$ cat config.mk
export PLATFORM = sky130hd
export DESIGN_NAME = mem_stage
export DESIGN_NICKNAME = d
export VERILOG_FILES = /design/src/rtl/mem_stage_pkg.sv /design/src/rtl/mem_stage_load_align.sv /design/src/rtl/mem_stage.sv
export SDC_FILE = /design/constraint.sdc
export NUM_CORES = 1
export LEC_CHECK = 0
export CAP_MARGIN = 10
export CELL_PAD_IN_SITES_DETAIL_PLACEMENT = 1
export CELL_PAD_IN_SITES_GLOBAL_PLACEMENT = 2
export CORE_UTILIZATION = 25
export DETAILED_ROUTE_END_ITERATION = 12
export GPL_TIMING_DRIVEN = 1
export HOLD_SLACK_MARGIN = 0.06
export PLACE_DENSITY_LB_ADDON = 0.1
export SETUP_SLACK_MARGIN = 0.3
export SYNTH_ARGS = -nofsm -noshare
export SYNTH_HDL_FRONTEND = slang
export SYNTH_SLANG_ARGS = --single-unit
$ cat constraint.sdc
create_clock -name clk -period 1.8 [get_ports clk]
set_input_delay 0.18 -clock clk [delete_from_list [all_inputs] [get_ports clk]]
set_output_delay 0.18 -clock clk [all_outputs]
set_load 0.02 [all_outputs]
$ cat src/rtl/mem_stage_pkg.sv
// mem_stage_pkg: bus widths, execute-to-memory bus layout and load_op codes for mem_stage.
package mem_stage_pkg;
  localparam int ES_TO_MS_BUS_WD = 129;
  localparam int MS_TO_WS_BUS_WD = 123;
  localparam int MS_FWD_BUS_WD = 42;
  // c0_bus is {mtc0, mfc0, eret, c0_addr[7:0]}
  localparam int C0_ERET_BIT = 8;
  typedef enum logic [2:0] {
    LD_W  = 3'd0,
    LD_B  = 3'd1,
    LD_BU = 3'd2,
    LD_H  = 3'd3,
    LD_HU = 3'd4,
    LD_WL = 3'd5,
    LD_WR = 3'd6
  } load_op_e;
  typedef struct packed {
    logic [31:0] badvaddr;
    logic [10:0] c0_bus;
    logic        bd;
    logic        ex;
    logic [4:0]  excode;
    logic [2:0]  load_op;
    logic        mem_req;
    logic [1:0]  addr_low;
    logic [3:0]  rf_we;
    logic [4:0]  dest;
    logic [31:0] alu_result;
    logic [31:0] pc;
  } es_bus_t;
endpackage

$ cat src/rtl/mem_stage_load_align.sv
// mem_load_align: aligns and extends load data; LWL/LWR decode only when MS_LWLR_EN is defined.
module mem_load_align
  import mem_stage_pkg::*;
(
  input  logic [2:0]  load_op,
  input  logic [1:0]  addr_low,
  input  logic [31:0] rdata,
  input  logic [3:0]  rf_we_in,
  output logic [31:0] result,
  output logic [3:0]  rf_we
);
  logic [7:0] bsel;
  logic [15:0] hsel;
  assign bsel = rdata[8*addr_low +: 8];
  assign hsel = addr_low[1] ? rdata[31:16] : rdata[15:0];
  always_comb begin
    result = rdata;
    rf_we = rf_we_in;
    case (load_op)
      LD_B:  result = {{24{bsel[7]}}, bsel};
      LD_BU: result = {24'd0, bsel};
      LD_H:  result = {{16{hsel[15]}}, hsel};
      LD_HU: result = {16'd0, hsel};
`ifdef MS_LWLR_EN
      LD_WL: begin
        result = rdata << {~addr_low, 3'b000};
        rf_we = 4'b1111 << ~addr_low;
      end
      LD_WR: begin
        result = rdata >> {addr_low, 3'b000};
        rf_we = 4'b1111 >> addr_low;
      end
`endif
      default: ;
    endcase
  end
endmodule

$ cat src/rtl/mem_stage.sv
// mem_stage: memory pipeline stage; waits for load data, buffers it under backpressure, drops orphaned responses.
// Define MS_LWLR_EN to build LWL/LWR support.
module mem_stage
  import mem_stage_pkg::*;
(
  input  logic                       clk,
  input  logic                       reset,
  input  logic                       es_to_ms_valid,
  input  logic [ES_TO_MS_BUS_WD-1:0] es_to_ms_bus,
  output logic                       ms_allowin,
  input  logic                       ws_allowin,
  output logic                       ms_to_ws_valid,
  output logic [MS_TO_WS_BUS_WD-1:0] ms_to_ws_bus,
  output logic [MS_FWD_BUS_WD-1:0]   ms_fwd_bus,
  input  logic                       data_sram_data_ok,
  input  logic [31:0]                data_sram_rdata,
  input  logic                       flush,
  output logic                       ms_ex_eret
);
  es_bus_t r;
  logic ms_valid, ms_ready_go, rbuf_valid, discard, is_load, leave, live_ok, catch_rdata;
  logic [31:0] rbuf, ld_result, result;
  logic [3:0] ld_we, rf_we;
  assign live_ok = data_sram_data_ok && !discard;
  assign ms_ready_go = !r.mem_req || r.ex || rbuf_valid || live_ok;
  assign ms_allowin = !ms_valid || (ms_ready_go && ws_allowin);
  assign ms_to_ws_valid = ms_valid && ms_ready_go;
  assign leave = ms_to_ws_valid && ws_allowin;
  assign catch_rdata = live_ok && ms_valid && r.mem_req && !ws_allowin && !rbuf_valid;
  assign is_load = r.mem_req && !r.ex;
  mem_load_align u_align (
    .load_op (r.load_op),
    .addr_low(r.addr_low),
    .rdata   (rbuf_valid ? rbuf : data_sram_rdata),
    .rf_we_in(r.rf_we),
    .result  (ld_result),
    .rf_we   (ld_we)
  );
  assign result = is_load ? ld_result : r.alu_result;
  assign rf_we = is_load ? ld_we : r.rf_we;
  assign ms_to_ws_bus = {r.badvaddr, r.c0_bus, r.bd, r.ex, r.excode, rf_we, r.dest, result, r.pc};
  assign ms_fwd_bus = {ms_valid && r.mem_req && !ms_ready_go, rf_we & {4{ms_valid}}, r.dest, result};
  assign ms_ex_eret = ms_valid && (r.ex || r.c0_bus[C0_ERET_BIT]);
  always_ff @(posedge clk or negedge reset) begin
    if (!reset) begin
      ms_valid <= 1'b0;
      r <= '0;
      rbuf_valid <= 1'b0;
      rbuf <= '0;
      discard <= 1'b0;
    end else begin
      ms_valid <= !flush && (ms_allowin ? es_to_ms_valid : ms_valid);
      if (es_to_ms_valid && ms_allowin) r <= es_to_ms_bus;
      rbuf_valid <= !flush && !leave && (rbuf_valid || catch_rdata);
      if (catch_rdata) rbuf <= data_sram_rdata;
      // a flushed load still owes one response; swallow it when it comes
      discard <= data_sram_data_ok ? 1'b0 :
                 discard || (flush && ms_valid && r.mem_req && !r.ex && !rbuf_valid);
    end
  end
endmodule

* Yosys cells after proc, flatten, opt, wreduce, memory -nomap -nowiden
Cells that the tools add are included.
** Storage, ports and cells
- Bits in registers :: 164
- Input bits :: 167
- Output and inout port bits :: 168
- Word-level logic and storage cells :: 64
** Cells by class
- Equality and inequality tests :: 4
- Shifts and indexed selects :: 1
- Multiplexer cells :: 6
- Bitwise operators :: 1
- Reduce and logical (&&, ||, !) cells :: 36
** Operators with widths (number)
- case mux 32 bit (4 select lines) :: 1
- 2-to-1 mux 32 bit :: 2
- variable part select 32 x 6 -> 8 bit :: 1
- logical AND 1 bit :: 20
- 2-to-1 mux 16 bit :: 1
- logical NOT 1 bit :: 9
- logical OR 1 bit :: 7
- == test 3 x 2 -> 1 bit, second input constant :: 2
- bitwise AND 4 bit :: 1
- == test 3 x 1 -> 1 bit, second input constant :: 1
- == test 3 bit, second input constant :: 1
- 2-to-1 mux 1 bit :: 2

* Depth between registers and ports, before layout
Gate-level depths: netlist of the first run.
- Word-level depth :: 9
- Gate-level depth with buffers :: 8
- Mapped depth without buffers :: 5

* By module
From an unflattened synthesis of the first run, not the netlist that was laid out.
** Unflattened totals
- Cell total of the unflattened synthesis :: 761
- Area, all modules :: 9379.0 um^2
** By module, submodules not included
- mem_stage :: times used 1, cells each 637, area an instance 8499.4 um^2, sequential area each 4103.9 um^2
- mem_load_align :: times used 1, cells each 124, area an instance 879.6 um^2, sequential area each 0.0 um^2

* Worst setup path before layout of the first run
OpenSTA, ideal clock, no wires.
- Kind :: reg-to-output
- From :: reg r[77] (netlist name)
- To :: out ms_to_ws_bus[46]
- Arrival :: 2.189 ns
- Required time :: 1.620 ns
- Setup slack :: -0.569 ns
- Cell stages (with the launch flop) :: 8
- Buffers on the path :: 3
- Path through :: dfrtp_1 -> buf_2 -> nor2_1 -> xor2_1 -> buf_2 -> a211oi_1 -> o21ai_0 -> buf_4
** On the way
- Word-level cells in the longest chain between the ends :: 3
- Elaborated cells on any way between the ends :: 6
- Those cells by class :: eq/ne (4); mux (2)
** RTL lines
- start: declaration :: RTL line mem_stage.sv:20 : es_bus_t r;
- start signal: assignment :: RTL line mem_stage.sv:53 : if (es_to_ms_valid && ms_allowin) r <= es_to_ms_bus;
- == test 3 bit, or another cell as far along :: RTL line mem_stage_load_align.sv:19 : case (load_op)
- case mux 32 bit (4 select lines) (*) :: RTL line mem_stage_load_align.sv:19
- 2-to-1 mux 32 bit (*) :: RTL line mem_stage.sv:39 : assign result = is_load ? ld_result : r.alu_result;
- end: declaration :: RTL line mem_stage.sv:13 : output logic [MS_TO_WS_BUS_WD-1:0] ms_to_ws_bus,
Mark *: on every way between the ends. The rest lies on a longest branch, timed or not.

* Worst setup path after layout of the first run
- From :: reg rbuf_valid
- To :: out ms_to_ws_bus[45]
** On the way
- Word-level cells in the longest chain between the ends :: 4
- Elaborated cells on any way between the ends :: 5
- Those cells by class :: shift (1); mux (4)
** RTL lines
- start: declaration :: RTL line mem_stage.sv:21 : logic ms_valid, ms_ready_go, rbuf_valid, discard, is_load, leave, live_ok, catch_rdata;
- start signal: assignment :: RTL line mem_stage.sv:54 : rbuf_valid <= !flush && !leave && (rbuf_valid || catch_rdata);
- 2-to-1 mux 32 bit (*) :: RTL line mem_stage.sv:34 : .rdata (rbuf_valid ? rbuf : data_sram_rdata),
- variable part select 32 x 6 -> 8 bit / 2-to-1 mux 16 bit (equally long branches) :: RTL line mem_stage_load_align.sv:14, mem_stage_load_align.sv:15
- case mux 32 bit (4 select lines) (*) :: RTL line mem_stage_load_align.sv:19
- 2-to-1 mux 32 bit (*) :: RTL line mem_stage.sv:39
Marks and branches as above.

==> metrics.txt, run 1 <==
DR DRC count 0; CTS root buf clkbuf_16; failing checks setup timing; Power Density approximately 950 mW/mm2; Worst VDD drop 0.600 mV; vias 6,687; dpl hpwl approximately 23,000 um; Post-synth EDFFs 0; critical-path maximum fanout 8; vias per cell 4.36; largest family of logic cells by synthesized area multiplexers; maximum clock path buffer count 2; CTS buffer count 17; GR Util All Layers 16.0%; Clock Skew 0.0109 ns; fin crit period around 2.5 ns; Crit Path Class flip-flop to output port; Critical R2R Capture ms_to_ws_bus[100]; CTS tree done; Max H-tree Level 4; Port Buffers between 300 and 400; Ys Warns 0; post-synth top area cell dfrtp_1; Synth Area in XOR/XNOR 0.283%; Critical Path Start Type flip-flop; Worst-Margin Slew 0.430 ns; clock latency at the later pin of the worst-skew pair roughly 0.44 ns; Syn Inst Count 707; layout cell share with drive strength beyond 1 between 50% and 60%; Simple-Gate Fraction of Synth Area 3.55%; mapped cell area 0.00927 mm2; most common cell after layout, fill and taps aside clkdlybuf4s50_1; area added between synthesis and finish 65.8%; drt wl/cell 20.7 um; Core Rows 70; worst endpoint required time 1.62 ns; DIE HEIGHT roughly 190 um; mux share of post-synthesis cell area 31.2%; Synth async-reset ratio 100%; clk sinks 164; Seq/Total Area, Yosys 44.3%; die extent in x 195 um; io pins roughly 340; pins over their slew limit 0; Net count, final 1,215; WHS 0.174 ns; most frequent cells in the layout clkdlybuf4s50_1, dfrtp_1, mux2_4; Pre-antenna DRT Iters 4; Worst setup EP type output port; status complete, but fails checks; DRT antenna net count 0; largest net degree at the start of global routing 57; part of the cycle the worst path needs 140%; grt total ovfl 0; Post-Synth Adder-Cell Area 0%; WL final 31,800 um; Leak Pwr 0.00730 uW; area share of the largest cell type after synthesis 44.3%; maxcap violations 0; fmax 396 MHz; R2R cell count 8; Min-Delay Path Class primary input to async pin; syn avg cell area about 13 um2; PnR worst setup slack -0.726 ns; Post-Syn Nets 874; Final Hold Viols 0; core area 0.0365 mm2; Primary FF master, synth dfrtp_1; initial DRC count 189; initial antenna violation count 8; Slew headroom 71.1%; #FFs+latches synth 164; RR Startpoint rbuf_valid; RSZ-0062 raised after global routing true; clk slew on worst S/H paths 0.07 ns; RD Place Congestion 0.780; vias in the first global route approximately 7,400; Yosys cell types 46; global-route wire length before repair 45,900 um; compound-cell area share of the yosys netlist 5.99%; Final setup viols 195; WP data arrival around 2.4 ns; fin util 42.1%; Reg2Reg Setup Slack -0.22 ns; initial core utilization 25.4%; die area approximately 0.038 mm2; top cells by area, synth dfrtp_1, mux2_4, mux2_2
==> final cells by class <==
type	count	area (um2)
fill	3704	21200
sequential	164	4110
inverter	3	11.3
timing repair buffer	491	5430
clock inverter	8	103
tap	468	586
multi-input combinational	371	4650
antenna	3	7.51
clock buffer	24	462
==> registers in the layout, indices dropped and copies added (netlist names) <==
register and flops:
discard 1, ms_valid 1, rbuf 32, r 42, ms_fwd_bus 5, ms_to_ws_bus 82
rbuf_valid 1
==> per-stage QoR <==
step	power [uW]	cells	setup WS, ns	cell area, um2	TNS (ns)
3_3_place_gp	10300	1444	-0.895	13300	-103.37
2_1_floorplan	8280	707	-0.255	9810	-15.54
6_report	14600	1532	-0.726	15400	-65.87
5_1_grt	15400	1529	-0.830	15400	-82.83
3_5_place_dp	10400	1444	-0.940	13300	-107.49
4_1_cts	14300	1500	-0.848	14200	-68.83
==> cells in the mapped netlist, types with 2 or more instances <==
library cell / number
a221oi_1: 2
dfrtp_1: 164
o21ai_0: 18
buf_12: 10
mux2i_1: 3
nand4_1: 2
nand2_1: 15
o2bb2ai_1: 2
buf_6: 4
a32oi_1: 7
a31oi_1: 8
a211oi_1: 6
nand3_1: 3
buf_4: 130
and2_1: 5
nor2b_1: 5
clkbuf_1: 6
inv_1: 3
xnor2_1: 2
nand2b_1: 3
buf_2: 17
mux2_2: 97
a21oi_1: 33
nor2_1: 30
mux2_4: 100
mux4_2: 12
==> worst max path at each step <==
stage / from / endpoint / slack (ns) / depth (start not counted)
after floorplan: rbuf_valid / ms_to_ws_bus[56] / -0.25 / 8
after global placement: data_sram_rdata[15] / ms_fwd_bus[11] / -0.90 / 7
after detailed placement: data_sram_rdata[15] / ms_fwd_bus[8] / -0.94 / 7
after CTS: rbuf_valid / ms_to_ws_bus[45] / -0.85 / 8
after global routing: rbuf_valid / ms_fwd_bus[13] / -0.83 / 8
final: rbuf_valid / ms_to_ws_bus[45] / -0.73 / 8
==> critical path, stage by stage (launching register included) <==
cell	delay, ns
dfrtp_2	0.47
mux2_4	0.33
a22oi_2	0.21
buf_4	0.16
a311oi_4	0.09
buf_12	0.17
a311oi_4	0.21
o21ai_2	0.12
buf_6	0.14
==> repair_timing <==
| item | 4_1_cts | 5_1_grt |
|---|---|---|
| endpoints found under the hold margin | 164 | 0 |
| gates resized for setup | 407 | 196 |
| endpoints found under the setup margin | 330 | 328 |
| gates cloned | 1 | 15 |
| buffers inserted | 22 | 14 |
| hold buffers | 1 | 0 |
| pin swaps | 17 | 25 |
==> cell families (layout without fill, tap and decap cells) <==
| kind of cell | Yosys count | count (layout) |
|---|---|---|
| DFF | 164 | 164 |
| AOI/OAI and AO/OA | 87 | 87 |
| muxes | 212 | 212 |
| xor gates and xnor gates | 3 | 3 |
| and+or+nand+nor | 69 | 69 |
| other | 0 | 3 |
| buffers and inverters | 172 | 526 |
==> report_power, final <==
part,internal [uW],switching [uW]
registers,4330,425
logic,3460,2810
clock network,2080,1550
==> metal layers <==
metal / GRT usage, % / part of all wire [%] / vias to the layer above
met5: 0 / 0.12 / -
met4: 5.11 / 1.2 / 6
met3: 4.88 / 6.0 / 28
met2: 26.1 / 49 / 208
met1: 20.1 / 44 / 3388
li1: - / - / 3057
Power figures use the tool's default switching activity.
==> run 2: changes to the inputs <==
Settings changed: CORE_ASPECT_RATIO from default to 1.1.
==> metrics.txt, run 2 (synthesis results as in run 1) <==
dpl hpwl 22,300 um (-2.0%); area added between synthesis and finish 61.1%; global-route wire length before repair 44,600 um (-3.0%); vias in the first global route 7,412 (+0.22%); initial core utilization 25.5% (+0.12 points); CP delay by family, top buffers and inverters; CTS buffer count 17 (unchanged); worst-path cell chain mux2_4 -> a22oi_2 -> buf_4 -> a311oi_4 -> buf_12 -> buf_6 -> a211oi_4 -> o21ai_2 -> buf_6; core area 0.0364 mm2 (-0.47%); vias 6,620 (-1.0%); WP data arrival 2.36 ns (about the same); RSZ-0062 raised after global routing true; CTS root buf clkbuf_16; DR DRC count 0 (unchanged); most common cell after layout, fill and taps aside clkdlybuf4s50_1; CTS tree done; Final setup viols 196 (+0.51%); max FFs per register 82 (unchanged); DIE HEIGHT 204 um (+4.8%); Reg2Reg Setup Slack -0.31 ns (-0.09 ns); crit path to ms_to_ws_bus[41]; Most common cell on crit path buf_6; part of the cycle the worst path needs 141% (+1.0 points); fin crit period 2.54 ns (+0.0182 ns); largest net degree at the start of global routing 45 (-21%); worst endpoint required time 1.62 ns (about the same); Final Hold Viols 0 (unchanged); DRT antenna net count 0 (unchanged); failing checks setup timing; pre-CTS setup slack -0.803 ns (+0.137 ns); maxcap violations 0 (unchanged); Critical Path Start Type flip-flop; maximum clock path buffer count 2 (unchanged); WL final 30,700 um (-3.4%); Min-Delay Path Class primary input to async pin; TNS Setup -79.13 ns (-13.26 ns); grt total ovfl 0 (unchanged); Worst-Margin Slew 0.401 ns (-0.0297 ns); fin util 41.1% (-0.98 points); n_diodes 0 (-3); critical path's slowest cell dfrtp_2; RR Startpoint rbuf_valid; Slew headroom 73.3% (+2.2 points); most frequent cells in the layout clkdlybuf4s50_1, dfrtp_1, mux2_4; Port Buffers 334 (unchanged); GR Util All Layers 15.6% (-0.39 points); Critical Path Start rbuf_valid; slowest cell delay on critical path 0.46 ns (about the same); RD Place Congestion 0.782 (+0.24%); Critical R2R Capture ms_to_ws_bus[0]; pins over their slew limit 0 (unchanged); WHS 0.213 ns (+0.0395 ns); vias per cell 4.28 (-2.0%); clk sinks 164 (unchanged); critical-path maximum fanout 8 (unchanged); clock latency at the later pin of the worst-skew pair 0.44 ns (about the same); Worst VDD drop 0.667 mV (+11%); R2R cell count 9 (+1); drt wl/cell 19.8 um (-4.3%); Crit Path Class flip-flop to output port; clk slew on worst S/H paths 0.06 ns (about the same); fmax 393 MHz (-0.71%); Clock Skew 0.00668 ns (-0.00424 ns); status complete, but fails checks; io pins 335 (unchanged); Power Density 979 mW/mm2 (+2.7%); initial DRC count 182 (-3.7%); Core Rows 73 (+4.3%); initial antenna violation count 4 (-4); die area 0.0379 mm2 (about the same); buffers and inverters on the worst path 4 (+1); Max H-tree Level 4 (unchanged); Leak Pwr 0.00726 uW (-0.57%); die extent in x 186 um (-4.6%); Worst setup EP type output port; Net count, final 1,214 (-0.082%); number of cells on the critical path 9 (+1); layout cell share with drive strength beyond 1 51.5% (-0.14 points); PnR worst setup slack -0.744 ns (-0.0182 ns); Pre-antenna DRT Iters 4 (unchanged)
run 2: changes by cell type in the layout (fill, tap and decap cells not counted), sizes merged:
cell	before	now
bufinv	2	5
dlymetal6s2s	83	96
buf	219	221
clkbuf	34	29
diode	3	0
clkinvlp	5	1
clkinv	1	4
clkdlybuf4s50	178	165
run 2: repair_timing:
item / 4_1_cts / 5_1_grt
resized for setup: 370 / 162
hold buffers: 1 / 0
cloned: 0 / 10
endpoints found under the setup margin: 330 / 329
pin swaps: 6 / 4
setup buffers: 20 / 12
hold endpoints to repair: 138 / 0
run 2: report_power, final:
group / internal [uW] / switching (uW) / total [uW]
clock network: 2530 / 1540 / 4070
registers: 4330 / 417 / 4750
logic: 3150 / 2660 / 5800
run 2: final cells by class:
type / count / area [um2]
inverters: 3 / 11.3
multi-input cells: 371 / 4450
clock inverters: 10 / 178
fillers: 3810 / 21400
clock buffers: 22 / 464
well taps: 487 / 609
repair buffers: 490 / 5110
flip-flops and latches: 164 / 4110
run 2: layer usage:
layer  wire length [um]  track usage [%]
met4                441             5.06
met1              13100             19.4
met3               1820             4.22
met2              15300             26.0
met5                 57                0
run 2: worst min-delay path by stage:
stage | start | to | depth (start not counted)
after detailed placement | reset | ms_to_ws_bus[96] | 1
after global placement | reset | ms_to_ws_bus[96] | 1
after CTS | reset | ms_to_ws_bus[96] | 2
after floorplan | reset | discard | 0
final | reset | ms_to_ws_bus[96] | 2
after global routing | reset | ms_to_ws_bus[97] | 2
run 2: per-stage QoR:
step	power, uW	instances	area, um2
after floorplan	8280	707	9810
after global placement	10300	1472	13400
after detailed placement	10400	1472	13400
after CTS	14600	1525	14100
after global routing	15400	1547	14900
final	14600	1547	14900
run 2: worst register-to-register path: cells and delay by family, from the launching register on:
kind | cells | cell delay [ns]
buf+inv | 5 | 0.76
compound gates | 1 | 0.05
simple gates | 2 | 0.40
flops | 1 | 0.46
mux | 1 | 0.32
==> run 3: changes to the inputs <==
Settings changed: CTS_CLUSTER_SIZE from default to 40.
==> results of run 3 <==
No change in the layout: final DEF, timing and power equal those of run 2.
